===== src/rtl/exec_seq_pkg.sv =====
// Shared types and constants for the LEGv8 execution sequencer: FSM states, opcodes,
// datapath select encodings and the decoded control bundle.
package exec_seq_pkg;

    typedef enum logic [2:0] {
        S_IDLE,
        S_DECODE,
        S_EXEC,
        S_MEM,
        S_WB
    } state_e;

    // Instruction class, chooses the path through EXEC/MEM/WB
    typedef enum logic [2:0] {
        K_NONE,
        K_ALU,
        K_ALUF,
        K_LOAD,
        K_STORE,
        K_CBZ,
        K_BLT,
        K_B
    } kind_e;

    localparam logic [9:0]  OP_ADDI  = 10'b1001000100;
    localparam logic [10:0] OP_ADDS  = 11'b10101011000;
    localparam logic [10:0] OP_SUBS  = 11'b11101011000;
    localparam logic [10:0] OP_LDUR  = 11'b11111000010;
    localparam logic [10:0] OP_LDURB = 11'b00111000010;
    localparam logic [10:0] OP_STUR  = 11'b11111000000;
    localparam logic [10:0] OP_STURB = 11'b00111000000;
    localparam logic [8:0]  OP_MOVZ  = 9'b110100101;
    localparam logic [8:0]  OP_MOVK  = 9'b111100101;
    localparam logic [7:0]  OP_CBZ   = 8'b10110100;
    localparam logic [5:0]  OP_B     = 6'b000101;
    localparam logic [7:0]  OP_BCOND = 8'b01010100;
    localparam logic [3:0]  COND_LT  = 4'b1011;

    localparam logic [2:0]  ALU_PASS_B = 3'b000;
    localparam logic [2:0]  ALU_ADD    = 3'b010;
    localparam logic [2:0]  ALU_SUB    = 3'b011;

    localparam logic [1:0]  SRC_DB     = 2'b00;
    localparam logic [1:0]  SRC_DADDR9 = 2'b01;
    localparam logic [1:0]  SRC_IMM12  = 2'b10;

    localparam logic [3:0]  XFER_NONE  = 4'd0;
    localparam logic [3:0]  XFER_BYTE  = 4'd1;
    localparam logic [3:0]  XFER_DWORD = 4'd8;

    typedef struct packed {
        kind_e      kind;
        logic       reg2loc;
        logic [1:0] alu_src;
        logic [2:0] alu_cntrl;
        logic       mem_to_reg;
        logic       ldurb;
        logic       movz;
        logic       movk;
        logic [3:0] xfer_size;
    } ctrl_t;

endpackage


===== src/rtl/exec_seq_decode.sv =====
// Combinational decoder: instruction register to datapath control bundle plus legal flag.
module exec_seq_decode
    import exec_seq_pkg::*;
(
    input  logic [31:0] ir,
    output ctrl_t       ctrl,
    output logic        legal
);

    // Register/immediate fields are consumed by the datapath, not by the decoder
    logic unused_ir;
    assign unused_ir = ^ir[20:4];

    always_comb begin
        ctrl  = '0;
        legal = 1'b1;
        if (ir[31:21] == OP_ADDS || ir[31:21] == OP_SUBS) begin
            ctrl.kind      = K_ALUF;
            ctrl.alu_src   = SRC_DB;
            ctrl.alu_cntrl = (ir[31:21] == OP_ADDS) ? ALU_ADD : ALU_SUB;
        end else if (ir[31:21] == OP_LDUR || ir[31:21] == OP_LDURB) begin
            ctrl.kind       = K_LOAD;
            ctrl.alu_src    = SRC_DADDR9;
            ctrl.alu_cntrl  = ALU_ADD;
            ctrl.mem_to_reg = 1'b1;
            ctrl.ldurb      = (ir[31:21] == OP_LDURB);
            ctrl.xfer_size  = (ir[31:21] == OP_LDURB) ? XFER_BYTE : XFER_DWORD;
        end else if (ir[31:21] == OP_STUR || ir[31:21] == OP_STURB) begin
            ctrl.kind      = K_STORE;
            ctrl.reg2loc   = 1'b1;
            ctrl.alu_src   = SRC_DADDR9;
            ctrl.alu_cntrl = ALU_ADD;
            ctrl.xfer_size = (ir[31:21] == OP_STURB) ? XFER_BYTE : XFER_DWORD;
        end else if (ir[31:22] == OP_ADDI) begin
            ctrl.kind      = K_ALU;
            ctrl.alu_src   = SRC_IMM12;
            ctrl.alu_cntrl = ALU_ADD;
        end else if (ir[31:23] == OP_MOVZ || ir[31:23] == OP_MOVK) begin
            ctrl.kind      = K_ALU;
            ctrl.reg2loc   = 1'b1;
            ctrl.alu_cntrl = ALU_PASS_B;
            ctrl.movz      = (ir[31:23] == OP_MOVZ);
            ctrl.movk      = (ir[31:23] == OP_MOVK);
        end else if (ir[31:24] == OP_CBZ) begin
            ctrl.kind      = K_CBZ;
            ctrl.reg2loc   = 1'b1;
            ctrl.alu_cntrl = ALU_PASS_B;
        end else if (ir[31:24] == OP_BCOND && ir[3:0] == COND_LT) begin
            ctrl.kind = K_BLT;
        end else if (ir[31:26] == OP_B) begin
            ctrl.kind = K_B;
        end else begin
            legal = 1'b0;
        end
    end

endmodule


===== src/rtl/exec_sequencer.sv =====
// Multi-cycle control FSM sequencing one LEGv8 instruction at a time through DECODE/EXEC/MEM/WB.
// Optional performance counters are built when EXEC_SEQ_PERF_EN is defined.
module exec_sequencer
    import exec_seq_pkg::*;
#(
    parameter int unsigned MEM_TIMEOUT = 16,
    parameter int unsigned PERF_W      = 32
) (
    input  logic        clk,
    input  logic        reset,
    input  logic        instr_valid,
    output logic        instr_ready,
    input  logic [31:0] OPCode,
    input  logic        zero,
    input  logic        negative,
    input  logic        overflow,
    input  logic        mem_ready,
    output logic        Reg2Loc,
    output logic [1:0]  ALUSrc,
    output logic [2:0]  ALUCntrl,
    output logic        MemtoReg,
    output logic        LDURB,
    output logic        MOVZ,
    output logic        MOVK,
    output logic [3:0]  xfer_size,
    output logic        read_enable,
    output logic        MemWrite,
    output logic        RegWrite,
    output logic        flag_we,
    output logic        pc_we,
    output logic        BrTaken,
    output logic        UncondBr,
    output logic        illegal,
    output logic        mem_err
`ifdef EXEC_SEQ_PERF_EN
    ,
    output logic [PERF_W-1:0] perf_cycles,
    output logic [PERF_W-1:0] perf_retired,
    output logic [PERF_W-1:0] perf_stall
`endif
);

    localparam int unsigned   TMO_W    = $clog2(MEM_TIMEOUT + 1);
    localparam logic [TMO_W-1:0] TMO_LAST = TMO_W'(MEM_TIMEOUT - 1);

    state_e           state_q, state_d;
    logic [31:0]      ir_q;
    logic [TMO_W-1:0] tmo_cnt_q, tmo_cnt_d;
    logic             mem_err_q, mem_err_d;
    ctrl_t            ctrl;
    logic             legal;
    logic             accept;

    assign accept  = instr_valid && (state_q == S_IDLE);
    assign mem_err = mem_err_q;

    exec_seq_decode u_decode (
        .ir    (ir_q),
        .ctrl  (ctrl),
        .legal (legal)
    );

    always_ff @(posedge clk) begin
        if (reset) begin
            state_q   <= S_IDLE;
            ir_q      <= '0;
            tmo_cnt_q <= '0;
            mem_err_q <= 1'b0;
        end else begin
            state_q   <= state_d;
            tmo_cnt_q <= tmo_cnt_d;
            mem_err_q <= mem_err_d;
            if (accept) begin
                ir_q <= OPCode;
            end
        end
    end

    // Next state and strobes; selects follow the captured IR until the FSM returns to IDLE
    always_comb begin
        state_d     = state_q;
        tmo_cnt_d   = '0;
        mem_err_d   = 1'b0;
        instr_ready = 1'b0;
        Reg2Loc     = 1'b0;
        ALUSrc      = '0;
        ALUCntrl    = '0;
        MemtoReg    = 1'b0;
        LDURB       = 1'b0;
        MOVZ        = 1'b0;
        MOVK        = 1'b0;
        xfer_size   = '0;
        read_enable = 1'b0;
        MemWrite    = 1'b0;
        RegWrite    = 1'b0;
        flag_we     = 1'b0;
        pc_we       = 1'b0;
        BrTaken     = 1'b0;
        UncondBr    = 1'b0;
        illegal     = 1'b0;

        if (state_q != S_IDLE) begin
            Reg2Loc   = ctrl.reg2loc;
            ALUSrc    = ctrl.alu_src;
            ALUCntrl  = ctrl.alu_cntrl;
            MemtoReg  = ctrl.mem_to_reg;
            LDURB     = ctrl.ldurb;
            MOVZ      = ctrl.movz;
            MOVK      = ctrl.movk;
            xfer_size = ctrl.xfer_size;
        end

        case (state_q)
            S_IDLE: begin
                instr_ready = 1'b1;
                if (instr_valid) begin
                    state_d = S_DECODE;
                end
            end
            S_DECODE: begin
                if (!legal) begin
                    illegal = 1'b1;
                    state_d = S_IDLE;
                end else begin
                    state_d = S_EXEC;
                end
            end
            S_EXEC: begin
                case (ctrl.kind)
                    K_ALU:   state_d = S_WB;
                    K_ALUF: begin
                        flag_we = 1'b1;
                        state_d = S_WB;
                    end
                    K_LOAD, K_STORE: state_d = S_MEM;
                    K_CBZ: begin
                        pc_we   = 1'b1;
                        BrTaken = zero;
                        state_d = S_IDLE;
                    end
                    K_BLT: begin
                        pc_we   = 1'b1;
                        BrTaken = negative ^ overflow;
                        state_d = S_IDLE;
                    end
                    K_B: begin
                        pc_we    = 1'b1;
                        BrTaken  = 1'b1;
                        UncondBr = 1'b1;
                        state_d  = S_IDLE;
                    end
                    default: state_d = S_IDLE;
                endcase
            end
            S_MEM: begin
                read_enable = (ctrl.kind == K_LOAD);
                MemWrite    = (ctrl.kind == K_STORE);
                // A late mem_ready on the last allowed cycle still completes the access
                if (mem_ready) begin
                    if (ctrl.kind == K_LOAD) begin
                        state_d = S_WB;
                    end else begin
                        pc_we   = 1'b1;
                        state_d = S_IDLE;
                    end
                end else if (tmo_cnt_q == TMO_LAST) begin
                    mem_err_d = 1'b1;
                    state_d   = S_IDLE;
                end else begin
                    tmo_cnt_d = tmo_cnt_q + TMO_W'(1);
                end
            end
            S_WB: begin
                RegWrite = 1'b1;
                pc_we    = 1'b1;
                state_d  = S_IDLE;
            end
            default: state_d = S_IDLE;
        endcase
    end

`ifdef EXEC_SEQ_PERF_EN
    // Free-running cycle, retirement and memory-stall counters
    always_ff @(posedge clk) begin
        if (reset) begin
            perf_cycles  <= '0;
            perf_retired <= '0;
            perf_stall   <= '0;
        end else begin
            perf_cycles <= perf_cycles + PERF_W'(1);
            if (pc_we) begin
                perf_retired <= perf_retired + PERF_W'(1);
            end
            if (state_q == S_MEM && !mem_ready) begin
                perf_stall <= perf_stall + PERF_W'(1);
            end
        end
    end
`else
    localparam int unsigned unused_perf_w = PERF_W;
`endif

endmodule


===== config.mk =====
export PLATFORM = sky130hd
export DESIGN_NAME = exec_sequencer
export DESIGN_NICKNAME = d
export VERILOG_FILES = /design/src/rtl/exec_seq_pkg.sv /design/src/rtl/exec_seq_decode.sv /design/src/rtl/exec_sequencer.sv
export SDC_FILE = /design/constraint.sdc
export NUM_CORES = 1
export LEC_CHECK = 0
export ABC_AREA = 1
export ABC_CLOCK_PERIOD_IN_PS = 3450
export CORE_ASPECT_RATIO = 0.9
export CORE_MARGIN = 3
export CORE_UTILIZATION = 25
export CTS_BUF_LIST = sky130_fd_sc_hd__clkbuf_4 sky130_fd_sc_hd__clkbuf_8
export CTS_CLUSTER_SIZE = 14
export DETAILED_ROUTE_END_ITERATION = 6
export SYNTH_ARGS = -nofsm -noshare
export SYNTH_HDL_FRONTEND = slang
export SYNTH_SLANG_ARGS = --single-unit
export TNS_END_PERCENT = 30

===== constraint.sdc =====
create_clock -name clk -period 3.45 [get_ports clk]
set_input_delay 1.035 -clock clk [delete_from_list [all_inputs] [get_ports clk]]
set_output_delay 1.035 -clock clk [all_outputs]
set_load 0.005 [all_outputs]

Word-level counts from Yosys, hierarchy flattened

Index checks and enable logic that the tools add are counted.

Output and inout port bits: 24
Memory bits (read-only): 0
Memory bits (writable): 0
Input port bits: 39
Bits in registers: 41
Logic and storage cells: 115
Memories kept: 0
Bits in latches: 0

Reductions and logical operators: 14
Bitwise logic cells: 2
Add/subtract/negate cells: 1
Divide/modulo/power cells: 0
Shift-type cells: 0
Magnitude comparators: 0
Multiply operators: 0
Eq/ne operators: 27
Multiplexer cells: 67

Operators with widths:

| kind                 | count |
|---|---|
| $eq 11x11->1 const B | 4 |
| $mux 1               | 33 |
| $mux 3               | 11 |
| $mux 4               | 6 |
| $eq 11x9->1 const B  | 2 |
| $eq 9x9->1 const B   | 2 |
| $mux 2               | 9 |
| $eq 3x3->1 const B   | 5 |
| $eq 3x2->1 const B   | 4 |
| $pmux 3 s4           | 1 |
| $eq 10x10->1 const B | 1 |
| $mux 5               | 2 |
| $mux 9               | 1 |
| $eq 8x7->1 const B   | 1 |
| $eq 8x8->1 const B   | 1 |
| $mux 8               | 1 |
| $eq 3x1->1 const B   | 2 |
| $eq 6x3->1 const B   | 1 |
| $pmux 1 s3           | 2 |
| $pmux 3 s2           | 1 |
| $reduce_or 3->1      | 2 |
| $add 5x1->5 const B  | 1 |
| $eq 5x4->1 const B   | 1 |
| $eq 4x4->1 const B   | 1 |
| other kinds (11)     | 16 |

Logic depth before layout (Yosys ltp)

Depth after elaboration: 13
Depth in mapped cells: 12
Depth with buffers taken out: 12

Cells and area by module

A second synthesis with hierarchy kept.

Cell total of the unflattened synthesis: 355
Area, all modules: 2357.3 um^2

Modules (own cells, without submodules):

| module          | cells an instance | sequential area each (um^2) | times used | area each (um^2) |
|---|---|---|---|---|
| exec_sequencer  | 250               | 820.8                       | 1          | 1871.8 |
| exec_seq_decode | 105               | 0.0                         | 1          | 485.5 |

Worst setup path after synthesis

Ideal clock, no wire load.

Kind: input-to-output
Start point: input overflow
End point: output BrTaken
Stages: 5
Path slack: 1032 ps
Path buffers: 0
Arrival: 1383 ps
Cells stage by stage: xor2_1 nand2_1 nand3_1 nand2_1 inv_1

Cells in the longest elaborated chain, start to end: 3

RTL lines:

| what               | RTL line              | RTL |
|---|---|---|
| start: declaration | exec_sequencer.sv:16  | `input logic overflow,` |
| $xor 1x1->1        | exec_sequencer.sv:143 | `BrTaken = negative ^ overflow;` |
| $pmux 1 s3         | exec_sequencer.sv:129 | `case (ctrl.kind)` |
| $mux 1             | exec_sequencer.sv:113 | `case (state_q)` |
| end: declaration   | exec_sequencer.sv:31  | `output logic BrTaken,` |

Every way passes these cells.

Worst setup path in the final report

Start point: register ir_q[30]
End point: output MOVZ

Cells in the longest elaborated chain, start to end: 8
Elaborated cells on any way between the ends: 19
Classes of those cells: eq/ne (9); mux (6); reduce/logical (4)

RTL lines:

| what                          | RTL line                                     | RTL |
|---|---|---|
| start: declaration            | exec_sequencer.sv:47                         | `logic [31:0] ir_q;` |
| start signal: assignment      | exec_sequencer.sv:74                         | `ir_q <= OPCode;` |
| $eq 9x9->1 (on tied branches) | exec_seq_decode.sv:38, exec_seq_decode.sv:42 |  |
| $logic_or 1x1->1              | exec_seq_decode.sv:38                        | `end else if (ir[31:23] == OP_MOVZ \|\| ir[31:23] == OP_MOVK) begin` |
| $mux 2                        | exec_seq_decode.sv:38                        |  |
| $mux 2                        | exec_seq_decode.sv:34                        | `end else if (ir[31:22] == OP_ADDI) begin` |
| $mux 2                        | exec_seq_decode.sv:28                        | `end else if (ir[31:21] == OP_STUR \|\| ir[31:21] == OP_STURB) begin` |
| $mux 2                        | exec_seq_decode.sv:21                        | `end else if (ir[31:21] == OP_LDUR \|\| ir[31:21] == OP_LDURB) begin` |
| $mux 8 (*)                    | exec_seq_decode.sv:17                        | `if (ir[31:21] == OP_ADDS \|\| ir[31:21] == OP_SUBS) begin` |
| $mux 1 (*)                    | exec_sequencer.sv:102                        | `if (state_q != S_IDLE) begin` |
| end: declaration              | exec_sequencer.sv:23                         | `output logic MOVZ,` |

Every way passes the cells marked *; elsewhere a longest branch is shown, timed or not.

==> results.cfg <==
[logic_synthesis]
synth_cells = 264
ys_ff_latch = 24
synth_top_area_cell = dfxtp_1
synth_area_um2 = 1590
avgSynthCellArea_um2 = 6.03
ys_seq_area_frac = 0.302
synth.top_cell.area_share = 0.302
ys_top_cells_by_area = dfxtp_1 (30%), nor2_1 (12%), nand2_1 (12%), inv_1 (7.8%), nand3_1 (7.2%)
yosys_warnings = 0
synth_cell_types = 26

[status]
status = completed

[power]
power_density_nw_per_um2 = 287
irDropWorstVdd_mv = 0.0992
p_leak_nw = 0.941

[worst_setup_path]
worstSetupEndpointType = output pin
arrival_ps = 2240
path_common_cell = inv_1
slowest_stage = clkdlybuf4s50_1
path_class = register to output pin
critPathRequiredTime_ps = 2410
max_stage_delay_ps = 550
cp_max_fo = 7
critPathLaunchType = register
crit_chain = nor2_1 -> nand2_2 -> inv_1 -> o211ai_4 -> nand3_1 -> inv_1 -> nand2_1 -> nor3_1 -> clkdlybuf4s50_1

[layout]
areaGrowthSynthToFinish_pct = 36.4
final_cell_mix = nand2_1 (51), nor2_1 (50), clkdlybuf4s50_1 (41), inv_1 (33), nand3_1 (23)
drive_above_1_share = 0.0877
antenna_cells = 0
final_common_cell = nand2_1
final_nets = 350
fin_cells = 392

[clocking]
path_clk_slew_ps = 80
max-clock-path-buffers = 2
cts_root_buf = clkbuf_8
post_cts_buffers = 0
cts_hold_buf = 0
cts_max_level = 1
clk_latency_ps = 260
cts.sink_count = 24
numCtsBuffers = 3
cts_tree = built

[route]
wl_met1_um = 2180
drc = 0
top_layer = met4
num_vias = 1765
met2_length_um = 1880
ant_nets = 0
vias_per_cell = 4.50
route.met3.wl_um = 269
drt_iter0_markers = 129
first_pass_iters = 4
wl_per_cell_um = 11.1
wl_um = 4350

[timing]
fmax_ghz = 0.305
relSlewSlack = 0.631
timing.hold.ws_ps = 456
rsz0062_at_grt = true
drv_slew = 0
period_needed_ps = 3280
setup_tns_ps = 0
setup_viol = 0
layout_worst_path_cycle_share = 0.950
final_hold_viol_count = 0
skew_ps = 5.14
tightest_slew_ps = 549

[global_routing]
grt_overflow_total = 0
grt_pass1_vias = 1626
grt_usage = 0.121
antenna_found_initial = 0
grt_max_degree = 28
grt_pass1_wl_um = 7410

[floorplan]
core_um2 = 5920
start_util = 0.269
die_h_um = 81.7
num_rows = 26
io_pins = 63
die-area_um2 = 7360
die_w_um = 90.1

[placed_design]
place.gp.congestion = 0.906
io_buffers = 42
placedCellCount = 388
dp_hpwl_um = 3600

[flow_run]
cap_violations = 0

[hold_path]
hold_class = register to register
registers in the layout (all words and copies together), names as in the netlist:
name,flops
ir_q,15
tmo_cnt_q,5
state_q,3
mem_err,1
layer usage:
| metal | track usage | vias up |
|---|---|---|
| met4 | 0.0275 | 0 |
| met5 | 0 | - |
| met1 | 0.173 | 788 |
| met2 | 0.186 | 42 |
| li1 | - | 933 |
| met3 | 0.0284 | 2 |
synthesized netlist by cell type:
master	number
a21oi_1	20
o21ai_0	15
clkbuf_1	1
nor2_1	52
buf_4	3
nor2_4	1
nor3b_1	1
nor4_1	2
ha_1	2
o211ai_4	1
nor3_1	9
nand3_2	2
buf_2	2
xor2_1	2
nand2_1	51
inv_1	33
nor2_2	2
a211oi_1	1
a31oi_1	2
conb_1	1
nand4_1	3
dfxtp_1	24
nand3_1	23
nand2_2	5
inv_2	5
a21oi_2	1
path summary, 6_finish.rpt:
| check | start | end | slack (ps) | cells past startpoint |
|---|---|---|---|---|
| hold reg to reg | tmo_cnt_q[0] | tmo_cnt_q[0] | 460 | 1 |
| setup reg to reg | state_q[0] | tmo_cnt_q[2] | 1860 | 4 |
| setup / recovery | ir_q[30] | MOVZ | 170 | 9 |
| hold / removal | tmo_cnt_q[0] | tmo_cnt_q[0] | 460 | 1 |
worst max-delay path: cells and delay by family, from the launching register on:
| family | cells | cell delay, ps |
|---|---|---|
| simple gates | 5 | 600 |
| compound gates | 1 | 260 |
| flops | 1 | 400 |
| buf+inv | 3 | 730 |
cell families (layout without fill, tap and decap cells):
| group | Yosys count | after routing | synth area share |
|---|---|---|---|
| flip-flops | 24 | 24 | 0.302 |
| AO/OA/AOI/OAI | 40 | 40 | 0.142 |
| other | 1 | 3 | 0.00236 |
| adder cells (fa/ha/maj) | 2 | 2 | 0.0157 |
| AND/OR/NAND/NOR | 151 | 151 | 0.415 |
| XOR/XNOR | 2 | 2 | 0.0110 |
| buffers and inverters | 44 | 86 | 0.112 |
through the flow:
| step | worst slack [ps] | instance area [um^2] | utilization | total power [mW] |
|---|---|---|---|---|
| after floorplan | 1030 | 1600 | - | 0.389 |
| after global placement | 25.3 | 2100 | 0.355 | 0.438 |
| after detailed placement | 31.8 | 2100 | 0.355 | 0.440 |
| after CTS | 9.94 | 2160 | 0.365 | 0.627 |
| after global routing | -32.1 | 2170 | 0.367 | 0.663 |
| final | 172 | 2170 | 0.367 | 0.622 |
report_power, final:
group | internal, mW | switching, mW | leakage (nW) | total (mW)
combinational | 0.0522 | 0.0742 | 0.715 | 0.126
sequential | 0.292 | 0.0161 | 0.198 | 0.308
clock | 0.102 | 0.0857 | 0.0288 | 0.187
total | 0.446 | 0.176 | 0.941 | 0.622
layout make-up:
| class | count | area, um^2 |
|---|---|---|
| fill | 679 | 3750 |
| sequential | 24 | 485 |
| clock buffer | 4 | 55.1 |
| inverter | 38 | 143 |
| timing repair buffer | 44 | 438 |
| tap | 84 | 105 |
| multi-input combinational | 198 | 945 |
repair_timing:
item	4_1_cts	5_1_grt
endpoints found under the hold margin	0	0
setup endpoints to repair	0	5
gates resized for setup	0	6
Power figures use the tool's default switching activity.
